==> config.mk <==
export PLATFORM = sky130hd
export DESIGN_NAME = dep_rule_cfg_seq
export DESIGN_NICKNAME = d
export VERILOG_FILES = /design/src/rtl/dep_cfg_pkg.sv /design/src/rtl/dep_rr_arb2.sv /design/src/rtl/dep_rule_cfg_seq.sv
export SDC_FILE = /design/constraint.sdc
export NUM_CORES = 1
export LEC_CHECK = 0
export BUFFER_PORTS_ARGS = -buffer_cell sky130_fd_sc_hd__buf_2
export CORE_AREA = 4 4 234 236
export DETAILED_ROUTE_END_ITERATION = 7
export DIE_AREA = 0 0 238 240
export HOLD_SLACK_MARGIN = 0.03
export PLACE_DENSITY = 0.58
export SETUP_SLACK_MARGIN = 0.2
export SLEW_MARGIN = 20
export SYNTH_ARGS = -nofsm -noshare
export SYNTH_HDL_FRONTEND = slang
export SYNTH_SLANG_ARGS = --single-unit
==> constraint.sdc <==
create_clock -name i_clk -period 2.4 [get_ports i_clk]
set_input_delay 0.36 -clock i_clk [delete_from_list [all_inputs] [get_ports i_clk]]
set_output_delay 0.36 -clock i_clk [all_outputs]
set_load 0.01 [all_outputs]
==> src/rtl/dep_cfg_pkg.sv <==
// Shared definitions for the deparser rule-configuration sequencer.
// Holds the rule geometry constants, the whole-rule descriptor, the
// config-op encoding used in write addresses (bits [10:8]), the sequencer
// state encoding and a helper that forms a config write address.
package dep_cfg_pkg;

  localparam int TYPE_NUM          = 4;
  localparam int TYPE_WIDTH        = 16;
  localparam int TYPE_OFFSET_WIDTH = 8;
  localparam int KEY_FIELD_NUM     = 8;
  localparam int KEY_OFFSET_WIDTH  = 5;
  localparam int HEAD_SHIFT_WIDTH  = 6;
  localparam int META_SHIFT_WIDTH  = 4;
  localparam int RULE_ID_WIDTH     = 6;

  // One counter serves every burst state, so it is sized for the longest one.
  localparam int CNT_MAX    = (TYPE_NUM > KEY_FIELD_NUM) ? TYPE_NUM : KEY_FIELD_NUM;
  localparam int CNT_WIDTH  = (CNT_MAX > 1) ? $clog2(CNT_MAX) : 1;
  localparam int TIDX_WIDTH = (TYPE_NUM > 1) ? $clog2(TYPE_NUM) : 1;
  localparam int KIDX_WIDTH = (KEY_FIELD_NUM > 1) ? $clog2(KEY_FIELD_NUM) : 1;

  typedef struct packed {
    logic                                               del;
    logic [RULE_ID_WIDTH-1:0]                           rule_id;
    logic                                               rule_valid;
    logic [TYPE_NUM-1:0][TYPE_WIDTH-1:0]                type_data;
    logic [TYPE_NUM-1:0][TYPE_WIDTH-1:0]                type_mask;
    logic [TYPE_NUM-1:0][TYPE_OFFSET_WIDTH-1:0]         type_offset;
    logic [KEY_FIELD_NUM-1:0]                           key_valid;
    logic [KEY_FIELD_NUM-1:0][KEY_OFFSET_WIDTH-1:0]     key_offset;
    logic [KEY_FIELD_NUM-1:0][KEY_OFFSET_WIDTH-1:0]     key_replace;
    logic [HEAD_SHIFT_WIDTH-1:0]                        head_shift;
    logic [META_SHIFT_WIDTH-1:0]                        meta_shift;
  } rule_desc_t;

  typedef enum logic [2:0] {
    OP_RULE = 3'd0,
    OP_TYPE = 3'd1,
    OP_TOFF = 3'd2,
    OP_KEY  = 3'd3,
    OP_HEAD = 3'd4,
    OP_META = 3'd5
  } cfg_op_e;

  typedef enum logic [2:0] {
    ST_IDLE   = 3'd0,
    ST_TYPE   = 3'd1,
    ST_TOFF   = 3'd2,
    ST_KEY    = 3'd3,
    ST_HEAD   = 3'd4,
    ST_META   = 3'd5,
    ST_COMMIT = 3'd6,
    ST_DONE   = 3'd7
  } seq_state_e;

  // Config address: op in [10:8], entry/rule index in the low bits, rest zero.
  function automatic logic [31:0] cfg_addr(input cfg_op_e op,
                                           input logic [RULE_ID_WIDTH-1:0] idx);
    logic [31:0] a;
    a = 32'd0;
    a[10:8] = op;
    a[RULE_ID_WIDTH-1:0] = idx;
    return a;
  endfunction

endpackage

==> src/rtl/dep_rr_arb2.sv <==
// Two-way round-robin arbiter.
// Ports:
//   i_clk, i_rst_n : clock, asynchronous active-low reset (pointer -> 0)
//   i_valid[1:0]   : requests
//   i_accept       : the current grant is being taken this cycle
//   o_grant[1:0]   : one-hot grant (zero when no request)
//   o_grant_idx    : index of the granted requester
// With both requesting, the pointer side wins; the pointer then moves to the
// side that was not granted, so a continuously requesting pair alternates.
module dep_rr_arb2 (
  input  logic       i_clk,
  input  logic       i_rst_n,
  input  logic [1:0] i_valid,
  input  logic       i_accept,
  output logic [1:0] o_grant,
  output logic       o_grant_idx
);

  logic ptr_q;
  logic ptr_d;
  logic idx_s;

  // Grant selection and pointer next-state.
  always_comb begin
    idx_s   = 1'b0;
    o_grant = 2'b00;
    case (i_valid)
      2'b01:   idx_s = 1'b0;
      2'b10:   idx_s = 1'b1;
      2'b11:   idx_s = ptr_q;
      default: idx_s = 1'b0;
    endcase
    if (i_valid != 2'b00) begin
      o_grant = idx_s ? 2'b10 : 2'b01;
    end else begin
      o_grant = 2'b00;
    end
    if (i_accept) begin
      ptr_d = ~idx_s;
    end else begin
      ptr_d = ptr_q;
    end
  end

  assign o_grant_idx = idx_s;

  // Round-robin pointer register.
  always_ff @(posedge i_clk or negedge i_rst_n) begin
    if (!i_rst_n) begin
      ptr_q <= 1'b0;
    end else begin
      ptr_q <= ptr_d;
    end
  end

endmodule

==> src/rtl/dep_rule_cfg_seq.sv <==
// Rule-configuration write sequencer.
// Accepts whole-rule load/delete descriptors from two requesters (round-robin)
// and expands each into the ordered single-word write burst of the rule-config
// block: TYPE x TYPE_NUM, TOFF x TYPE_NUM, KEY x KEY_FIELD_NUM, HEAD, META,
// then COMMIT last so a rule only turns valid once all its fields are written.
// A delete issues only the COMMIT write (valid bit cleared).
// Ports:
//   i_clk, i_rst_n           : clock, asynchronous active-low reset
//   i_req_valid/o_req_ready  : per-requester descriptor handshake (IDLE only)
//   i_req_desc               : per-requester rule descriptor
//   o_req_done               : one-cycle pulse to the requester whose burst ended
//   o_busy                   : high from the cycle after accept through done
//   o_rule_wren/addr/wdata   : registered write port, addr/wdata zero when idle
module dep_rule_cfg_seq
  import dep_cfg_pkg::*;
(
  input  logic                i_clk,
  input  logic                i_rst_n,
  input  logic [1:0]          i_req_valid,
  output logic [1:0]          o_req_ready,
  input  rule_desc_t [1:0]    i_req_desc,
  output logic [1:0]          o_req_done,
  output logic                o_busy,
  output logic                o_rule_wren,
  output logic [31:0]         o_rule_addr,
  output logic [31:0]         o_rule_wdata
);

  localparam logic [CNT_WIDTH-1:0] TYPE_LAST = CNT_WIDTH'(TYPE_NUM - 1);
  localparam logic [CNT_WIDTH-1:0] KEY_LAST  = CNT_WIDTH'(KEY_FIELD_NUM - 1);

  seq_state_e           state_q, state_d;
  logic [CNT_WIDTH-1:0] cnt_q, cnt_d;
  rule_desc_t           desc_q, desc_d;
  logic [1:0]           gnt_q, gnt_d;
  logic                 wren_q, wren_d;
  logic [31:0]          addr_q, addr_d;
  logic [31:0]          wdata_q, wdata_d;
  logic [1:0]           done_q, done_d;
  logic                 busy_q, busy_d;

  logic [1:0]           grant_s;
  logic                 grant_idx_s;
  logic                 accept_s;
  logic [63:0]          word_s;

  // Builds {addr, wdata} for one burst word; unlisted bits stay zero.
  function automatic logic [63:0] build_word(input seq_state_e st,
                                             input logic [CNT_WIDTH-1:0] c,
                                             input rule_desc_t d);
    logic [31:0]           a;
    logic [31:0]           w;
    logic [TIDX_WIDTH-1:0] ti;
    logic [KIDX_WIDTH-1:0] ki;
    a  = 32'd0;
    w  = 32'd0;
    ti = c[TIDX_WIDTH-1:0];
    ki = c[KIDX_WIDTH-1:0];
    case (st)
      ST_TYPE: begin
        a = cfg_addr(OP_TYPE, RULE_ID_WIDTH'(c));
        w[16 +: TYPE_WIDTH] = d.type_data[ti];
        w[0 +: TYPE_WIDTH]  = d.type_mask[ti];
      end
      ST_TOFF: begin
        a = cfg_addr(OP_TOFF, RULE_ID_WIDTH'(c));
        w[0 +: TYPE_OFFSET_WIDTH] = d.type_offset[ti];
      end
      ST_KEY: begin
        a = cfg_addr(OP_KEY, RULE_ID_WIDTH'(c));
        w[16] = d.key_valid[ki];
        w[8 +: KEY_OFFSET_WIDTH] = d.key_replace[ki];
        w[0 +: KEY_OFFSET_WIDTH] = d.key_offset[ki];
      end
      ST_HEAD: begin
        a = cfg_addr(OP_HEAD, {RULE_ID_WIDTH{1'b0}});
        w[0 +: HEAD_SHIFT_WIDTH] = d.head_shift;
      end
      ST_META: begin
        a = cfg_addr(OP_META, {RULE_ID_WIDTH{1'b0}});
        w[0 +: META_SHIFT_WIDTH] = d.meta_shift;
      end
      ST_COMMIT: begin
        a = cfg_addr(OP_RULE, d.rule_id);
        w[0] = d.del ? 1'b0 : d.rule_valid;
      end
      default: begin
        a = 32'd0;
        w = 32'd0;
      end
    endcase
    return {a, w};
  endfunction

  dep_rr_arb2 u_arb (
    .i_clk       (i_clk),
    .i_rst_n     (i_rst_n),
    .i_valid     (i_req_valid),
    .i_accept    (accept_s),
    .o_grant     (grant_s),
    .o_grant_idx (grant_idx_s)
  );

  // Ready is only offered in IDLE; gating with reset keeps it low while held in reset.
  always_comb begin
    if ((state_q == ST_IDLE) && i_rst_n) begin
      o_req_ready = grant_s;
    end else begin
      o_req_ready = 2'b00;
    end
    accept_s = |(i_req_valid & o_req_ready);
  end

  // Next state plus the output word that goes with the next state, so the
  // registered write port shows the word of the state being entered.
  always_comb begin
    state_d = state_q;
    cnt_d   = cnt_q;
    desc_d  = desc_q;
    gnt_d   = gnt_q;
    wren_d  = 1'b0;
    addr_d  = 32'd0;
    wdata_d = 32'd0;
    done_d  = 2'b00;
    word_s  = 64'd0;
    case (state_q)
      ST_IDLE: begin
        if (accept_s) begin
          desc_d  = i_req_desc[grant_idx_s];
          gnt_d   = grant_s;
          cnt_d   = {CNT_WIDTH{1'b0}};
          state_d = i_req_desc[grant_idx_s].del ? ST_COMMIT : ST_TYPE;
        end else begin
          state_d = ST_IDLE;
        end
      end
      ST_TYPE: begin
        if (cnt_q == TYPE_LAST) begin
          state_d = ST_TOFF;
          cnt_d   = {CNT_WIDTH{1'b0}};
        end else begin
          cnt_d = cnt_q + CNT_WIDTH'(1);
        end
      end
      ST_TOFF: begin
        if (cnt_q == TYPE_LAST) begin
          state_d = ST_KEY;
          cnt_d   = {CNT_WIDTH{1'b0}};
        end else begin
          cnt_d = cnt_q + CNT_WIDTH'(1);
        end
      end
      ST_KEY: begin
        if (cnt_q == KEY_LAST) begin
          state_d = ST_HEAD;
          cnt_d   = {CNT_WIDTH{1'b0}};
        end else begin
          cnt_d = cnt_q + CNT_WIDTH'(1);
        end
      end
      ST_HEAD:   state_d = ST_META;
      ST_META:   state_d = ST_COMMIT;
      ST_COMMIT: state_d = ST_DONE;
      ST_DONE:   state_d = ST_IDLE;
      default:   state_d = ST_IDLE;
    endcase
    if ((state_d != ST_IDLE) && (state_d != ST_DONE)) begin
      word_s  = build_word(state_d, cnt_d, desc_d);
      wren_d  = 1'b1;
      addr_d  = word_s[63:32];
      wdata_d = word_s[31:0];
    end else if (state_d == ST_DONE) begin
      done_d = gnt_q;
    end else begin
      done_d = 2'b00;
    end
    busy_d = (state_d != ST_IDLE);
  end

  // State, descriptor and registered output port.
  always_ff @(posedge i_clk or negedge i_rst_n) begin
    if (!i_rst_n) begin
      state_q <= ST_IDLE;
      cnt_q   <= {CNT_WIDTH{1'b0}};
      desc_q  <= '0;
      gnt_q   <= 2'b00;
      wren_q  <= 1'b0;
      addr_q  <= 32'd0;
      wdata_q <= 32'd0;
      done_q  <= 2'b00;
      busy_q  <= 1'b0;
    end else begin
      state_q <= state_d;
      cnt_q   <= cnt_d;
      desc_q  <= desc_d;
      gnt_q   <= gnt_d;
      wren_q  <= wren_d;
      addr_q  <= addr_d;
      wdata_q <= wdata_d;
      done_q  <= done_d;
      busy_q  <= busy_d;
    end
  end

  assign o_rule_wren  = wren_q;
  assign o_rule_addr  = addr_q;
  assign o_rule_wdata = wdata_q;
  assign o_req_done   = done_q;
  assign o_busy       = busy_q;

endmodule

After elaboration in Yosys (flattened, before gate mapping):

Index checks and enable logic that the tools add are counted.

* input bits: 536
* word-level logic and storage cells: 122
* bits in registers: 343

* add/subtract/negate cells: 1
* bitwise logic cells: 2
* order comparisons: 3
* eq/ne operators: 19
* muxes and demuxes: 46
* reductions and logical operators: 8

Operator list (count)
* 2-to-1 mux 266 bit: 4
* one-hot mux 11 bit (6 select lines): 1
* binary-select mux 16 bit (select 2 bit): 2
* 2-to-1 mux 16 bit: 2
* 2-to-1 mux 32 bit: 1
* binary-select mux 5 bit (select 3 bit): 2
* == test 3 bit, second input constant: 9
* 2-to-1 mux 3 bit: 9
* one-hot mux 3 bit (8 select lines): 1
* binary-select mux 8 bit (select 2 bit): 1
* == test 3 x 2 -> 1 bit, second input constant: 5
* 2-to-1 mux 15 bit: 1
* one-hot mux 3 bit (5 select lines): 1
* 2-to-1 mux 11 bit: 1
* 2-to-1 mux 2 bit: 5
* 2-to-1 mux 5 bit: 2
* one-hot mux 5 bit (2 select lines): 1
* one-hot mux 3 bit (3 select lines): 1
* 2-to-1 mux 8 bit: 1
* == test 3 x 1 -> 1 bit, second input constant: 2
* one-hot mux 1 bit (6 select lines): 1
* == test 2 bit, second input constant: 2
* less-than comparator 3 x 4 -> 1 bit, second input constant: 1
* one-hot mux 1 bit (2 select lines): 2
* 17 further kinds: 21

Logic depth before layout (Yosys ltp):

* depth after elaboration: 13
* depth in mapped cells: 12
* gate-level depth less buffers: 11

Hierarchy:

Synthesis repeated with hierarchy kept, for this count alone.

* cells, all modules: 1537
* area, all modules: 16608.4 um^2

By module, submodules not included
* dep_rule_cfg_seq: sequential area each 7982.7 um^2, cells an instance 1530, times used 1, area an instance 16524.6 um^2
* dep_rr_arb2: sequential area each 25.0 um^2, cells an instance 7, times used 1, area an instance 83.8 um^2

Least setup slack after synthesis:

OpenSTA, ideal clock, no wires.

* path kind: reg-to-reg
* start: register cnt_q[0]
* end: register wdata_q[10] (netlist: o_rule_wdata[10])
* arrival: 2.423 ns
* data required time: 2.276 ns
* buffers on the path: 3
* slack: -0.147 ns
* stages on the path, launching flop included: 12
* clock period less this slack: 2.547 ns
* path through: dfrtp_1 ha_1 ha_1 clkbuf_1 mux2i_1 a21o_1 a22oi_2 buf_4 buf_2 mux2_2 o211ai_1 nand2_1

* cells in the longest elaborated chain, start to end: 7

RTL lines
* from (decl): line dep_rule_cfg_seq.sv:33 `logic [CNT_WIDTH-1:0] cnt_q, cnt_d;`
* from (signal assigned): line dep_rule_cfg_seq.sv:184 `cnt_q <= {CNT_WIDTH{1'b0}};`
* from (signal assigned): line dep_rule_cfg_seq.sv:194 `cnt_q <= cnt_d;`
* adder 3 x 1 -> 3 bit, or another cell as far along: line dep_rule_cfg_seq.sv:142, dep_rule_cfg_seq.sv:150, dep_rule_cfg_seq.sv:158
* 2-to-1 mux 3 bit (on tied branches): line dep_rule_cfg_seq.sv:154, dep_rule_cfg_seq.sv:138, dep_rule_cfg_seq.sv:146
* one-hot mux 3 bit (3 select lines): line dep_rule_cfg_seq.sv:126 `case (state_q)`
* binary-select mux 5 bit (select 3 bit) or binary-select mux 16 bit (select 2 bit) (tied branches): line dep_rule_cfg_seq.sv:72, dep_rule_cfg_seq.sv:63
* 2-to-1 mux 5 bit (not written as such) or 2-to-1 mux 16 bit (tied branches): line dep_rule_cfg_seq.sv:72, dep_rule_cfg_seq.sv:63
* one-hot mux 5 bit (2 select lines): line dep_rule_cfg_seq.sv:59 `case (st)`
* 2-to-1 mux 32 bit *: line dep_rule_cfg_seq.sv:167 `if ((state_d != ST_IDLE) && (state_d != ST_DONE)) begin`
* named net wdata_d[10]: line dep_rule_cfg_seq.sv:38 `logic [31:0] wdata_q, wdata_d;`
* to (signal assigned): line dep_rule_cfg_seq.sv:199 `wdata_q <= wdata_d;`
* to (decl): line dep_rule_cfg_seq.sv:38

The timed path passes the listed nets; every way through them passes the cells marked *. The select of a mux whose other input is x is not followed.
A chain may end at the register's enable or synchronous reset.

Worst setup path after layout:

Same ends and word-level chain as after synthesis.

==> flow_summary.yaml <==
layout:
  final_cell_mix: "buf_2 (579), nand2_1 (374), dfrtp_1 (317)"
  syn2layout_area_growth_pct: 45.47
  mostFrequentLayoutCell: "buf_2"
  fin_area_mm2: 0.02393
  fillers: 5167
  final_cells: 3290
  nNetsFinal: 3112
  final_util: 0.4563
  drive_above_1_share: 0.3854
placed_design:
  post_dp_cell_area_mm2: 0.02127
  port_buffers: 582
  gp_congestion: 0.9146
  dp_cells: 3163
  hpwl_um: 57170
critical_path:
  r2r_setup_slack_ps: -210
  required_ps: 2810
  worstSetupPathType: "reg2reg"
  cp_data_arrival_time_ps: 3010
  worstReg2RegStart: "cnt_q[0]$_DFF_PN0_"
  worst-r2r-cell-count: 10
  critPathMaxFanout: 7
  r2r_end: "o_rule_wdata[10]$_DFF_PN0_"
  crit_path_start_kind: "register"
  setup.worst_path.end_class: "register"
  critPathLaunch: "cnt_q[0]$_DFF_PN0_"
grt:
  grt_max_degree: 158
  grt_pass1_vias: 17794
  grt_usage: 0.2531
  grt-ovfl-total: 0
  antenna_found_initial: 10
  grt_pass1_wl_um: 109900
sta:
  timing.slew.headroom: 0.5463
  final-hold-violation-count: 0
  fmax_mhz: 383.7
  finalSetupViolations: 33
  clock_skew_ps: 9.480
  period_needed_ps: 2606
  setup_ws_ps: -205.9
  whs_ps: 71.68
  fin_crit_sh: 1.086
  rsz0062_at_grt: "yes"
  maxSlewViolCount: 0
  worstMarginPinSlew_ps: 680.6
clock_network:
  cts_buffers: 39
  clockBufferDepth: 3
  cts_root_buf: "clkbuf_16"
  htree_levels: 2
  cts.sinks: 320
  cts_tree: "yes"
  clk_latency_ps: 540
  path_clk_slew_ps: 60
power_and_ir_drop:
  power.static_leakage_nw: 11.24
  vdd_drop_max_mv: 0.7391
  power.total_mw: 35.72
  p_per_area_mw_per_mm2: 1493
drt:
  wirelength_um: 77940
  dr.pass1.iters: 5
  drc: 0
  num_vias: 17503
  via_per_inst: 5.320
  first_iter_violations: 1155
  wire_per_inst_um: 23.69
  ant_nets: 0
min_path:
  min_path_type: "in2reg"
  hold_depth: 3
  min_delay_worst_endpoint: "desc_q[0]$_DFF_PN0_"
  min_from: "i_req_desc[0]"
synth:
  synth.distinct_cells: 57
  synth_ff_type: "dfrtp_1"
  syn_avg_cell_area_um2: 8.690
  yosysTopAreaCell: "dfrtp_1"
  synthTopCellsByArea: "dfrtp_1 (49%), nand2_1 (8.9%), a31oi_1 (7.2%), nor2_1 (4.6%), a21oi_1 (3.8%)"
  yosys_warnings: 0
  yosys_register_bits: 320
  ys_seq_area_frac: 0.4868
  synth_top_area_frac: 0.4868
  syn_area_mm2: 0.01645
  syn_inst: 1893
  async_flop_share: 1.000
  synth_edf_count: 0
floorplanning:
  initial_core_util: 0.3137
  rows: 84
  die_x_um: 238
  core-area_mm2: 0.05245
  die_y_um: 240
  dieArea_mm2: 0.05712
  num_io_pins: 606
run:
  maxCapViolCount: 0
run_status:
  status: "finished with violations"
  violations: "negative setup slack"
[stage by stage]
step	setup TNS (ps)	setup WS, ps
after floorplan	0	103.3
final	-2810	-205.9
after detailed placement	-1636	-159.8
after global routing	-5039	-245.1
after CTS	-508.4	-82.60
after global placement	-1210	-145.8
[state kept, by name (all words and copies together) (netlist names)]
| signal | flops |
|---|---|
| gnt_q | 2 |
| o_req_done | 2 |
| u_arb.ptr_q | 1 |
| o_busy | 1 |
| o_rule_wren | 1 |
| o_rule_wdata | 32 |
| desc_q | 266 |
| cnt_q | 3 |
| o_rule_addr | 9 |
| state_q | 3 |
[cells by family (layout without fill, tap and decap cells)]
group	after synthesis	count (layout)	synth area share
other	1	30	0.0002280
AND/OR/NAND/NOR	762	762	0.1932
adder cells (fa/ha/maj)	4	4	0.003042
buffers and inverters	208	888	0.06389
flip-flops	320	320	0.4868
multiplexers	69	69	0.05202
AO/OA/AOI/OAI	529	529	0.2009
[cells in the mapped netlist (4+ instances only)]
library cell,instances
nor2b_1,7
and2_1,16
nor2_1,203
a31oi_1,189
inv_1,7
a22oi_1,10
a211o_1,7
buf_6,7
mux2_2,12
nand3_1,104
dfrtp_1,320
o211ai_1,11
a21o_1,5
and3_1,22
buf_1,16
buf_4,39
a2bb2oi_1,18
a21oi_1,124
mux2i_1,45
o32ai_1,18
nand2_1,390
clkbuf_1,81
buf_2,57
o21ai_0,61
nor3_1,4
mux4_2,12
o22ai_1,58
ha_1,4
[per-layer routing]
metal | GRT usage | share of wire | vias to the layer above | routed length [um]
met5 | 0 | 0.00055 | - | 43
li1 | - | - | 8032 | -
met4 | 0.08355 | 0.034 | 6 | 2650
met1 | 0.3047 | 0.39 | 8533 | 30160
met2 | 0.4535 | 0.50 | 795 | 39030
met3 | 0.05231 | 0.078 | 137 | 6061
[cell type report]
type	count	area, um2	area share
Antenna cell	7	17.52	0.0007319
Tap cell	688	860.8	0.03597
Multi-Input combinational cell	1387	8039	0.3359
Timing Repair Buffer	816	5756	0.2405
Clock buffer	56	1132	0.04732
Clock inverter	8	75.07	0.003137
Inverter	8	40.04	0.001673
Sequential cell	320	8011	0.3348
[power by group]
part / leakage (nW) / internal [mW] / total, mW / switching [mW]
clock network: 0.592 / 3.37 / 5.70 / 2.33
registers: 3.64 / 7.96 / 8.81 / 0.850
logic: 7.01 / 9.58 / 21.2 / 11.6
total: 11.2 / 20.9 / 35.7 / 14.8
[critical path: stages, from the launching register on]
cell and delay, ps:
dfrtp_1 390, ha_4 190, ha_4 150, mux2i_1 90
a21o_1 210, a22oi_2 200, buf_6 170, buf_12 160
mux4_2 580, a22oi_2 190, nand2_1 120
[worst max path at each step]
stage / to / cells past startpoint
after floorplan: o_rule_wdata[16]$_DFF_PN0_ / 10
after global placement: o_rule_wdata[3]$_DFF_PN0_ / 11
after detailed placement: o_rule_wdata[3]$_DFF_PN0_ / 11
after CTS: o_rule_wdata[10]$_DFF_PN0_ / 10
after global routing: o_rule_wdata[10]$_DFF_PN0_ / 11
final: o_rule_wdata[10]$_DFF_PN0_ / 10
[what timing repair did]
| item | in CTS | in global routing |
|---|---|---|
| hold buffers | 1 | 0 |
| hold endpoints to repair | 163 | 0 |
| pin swaps | 22 | 22 |
| buffers inserted | 23 | 18 |
| endpoints found under the setup margin | 42 | 164 |
| gates cloned | 5 | 9 |
| resized for setup | 92 | 68 |
(Power assumes the default switching activity.)
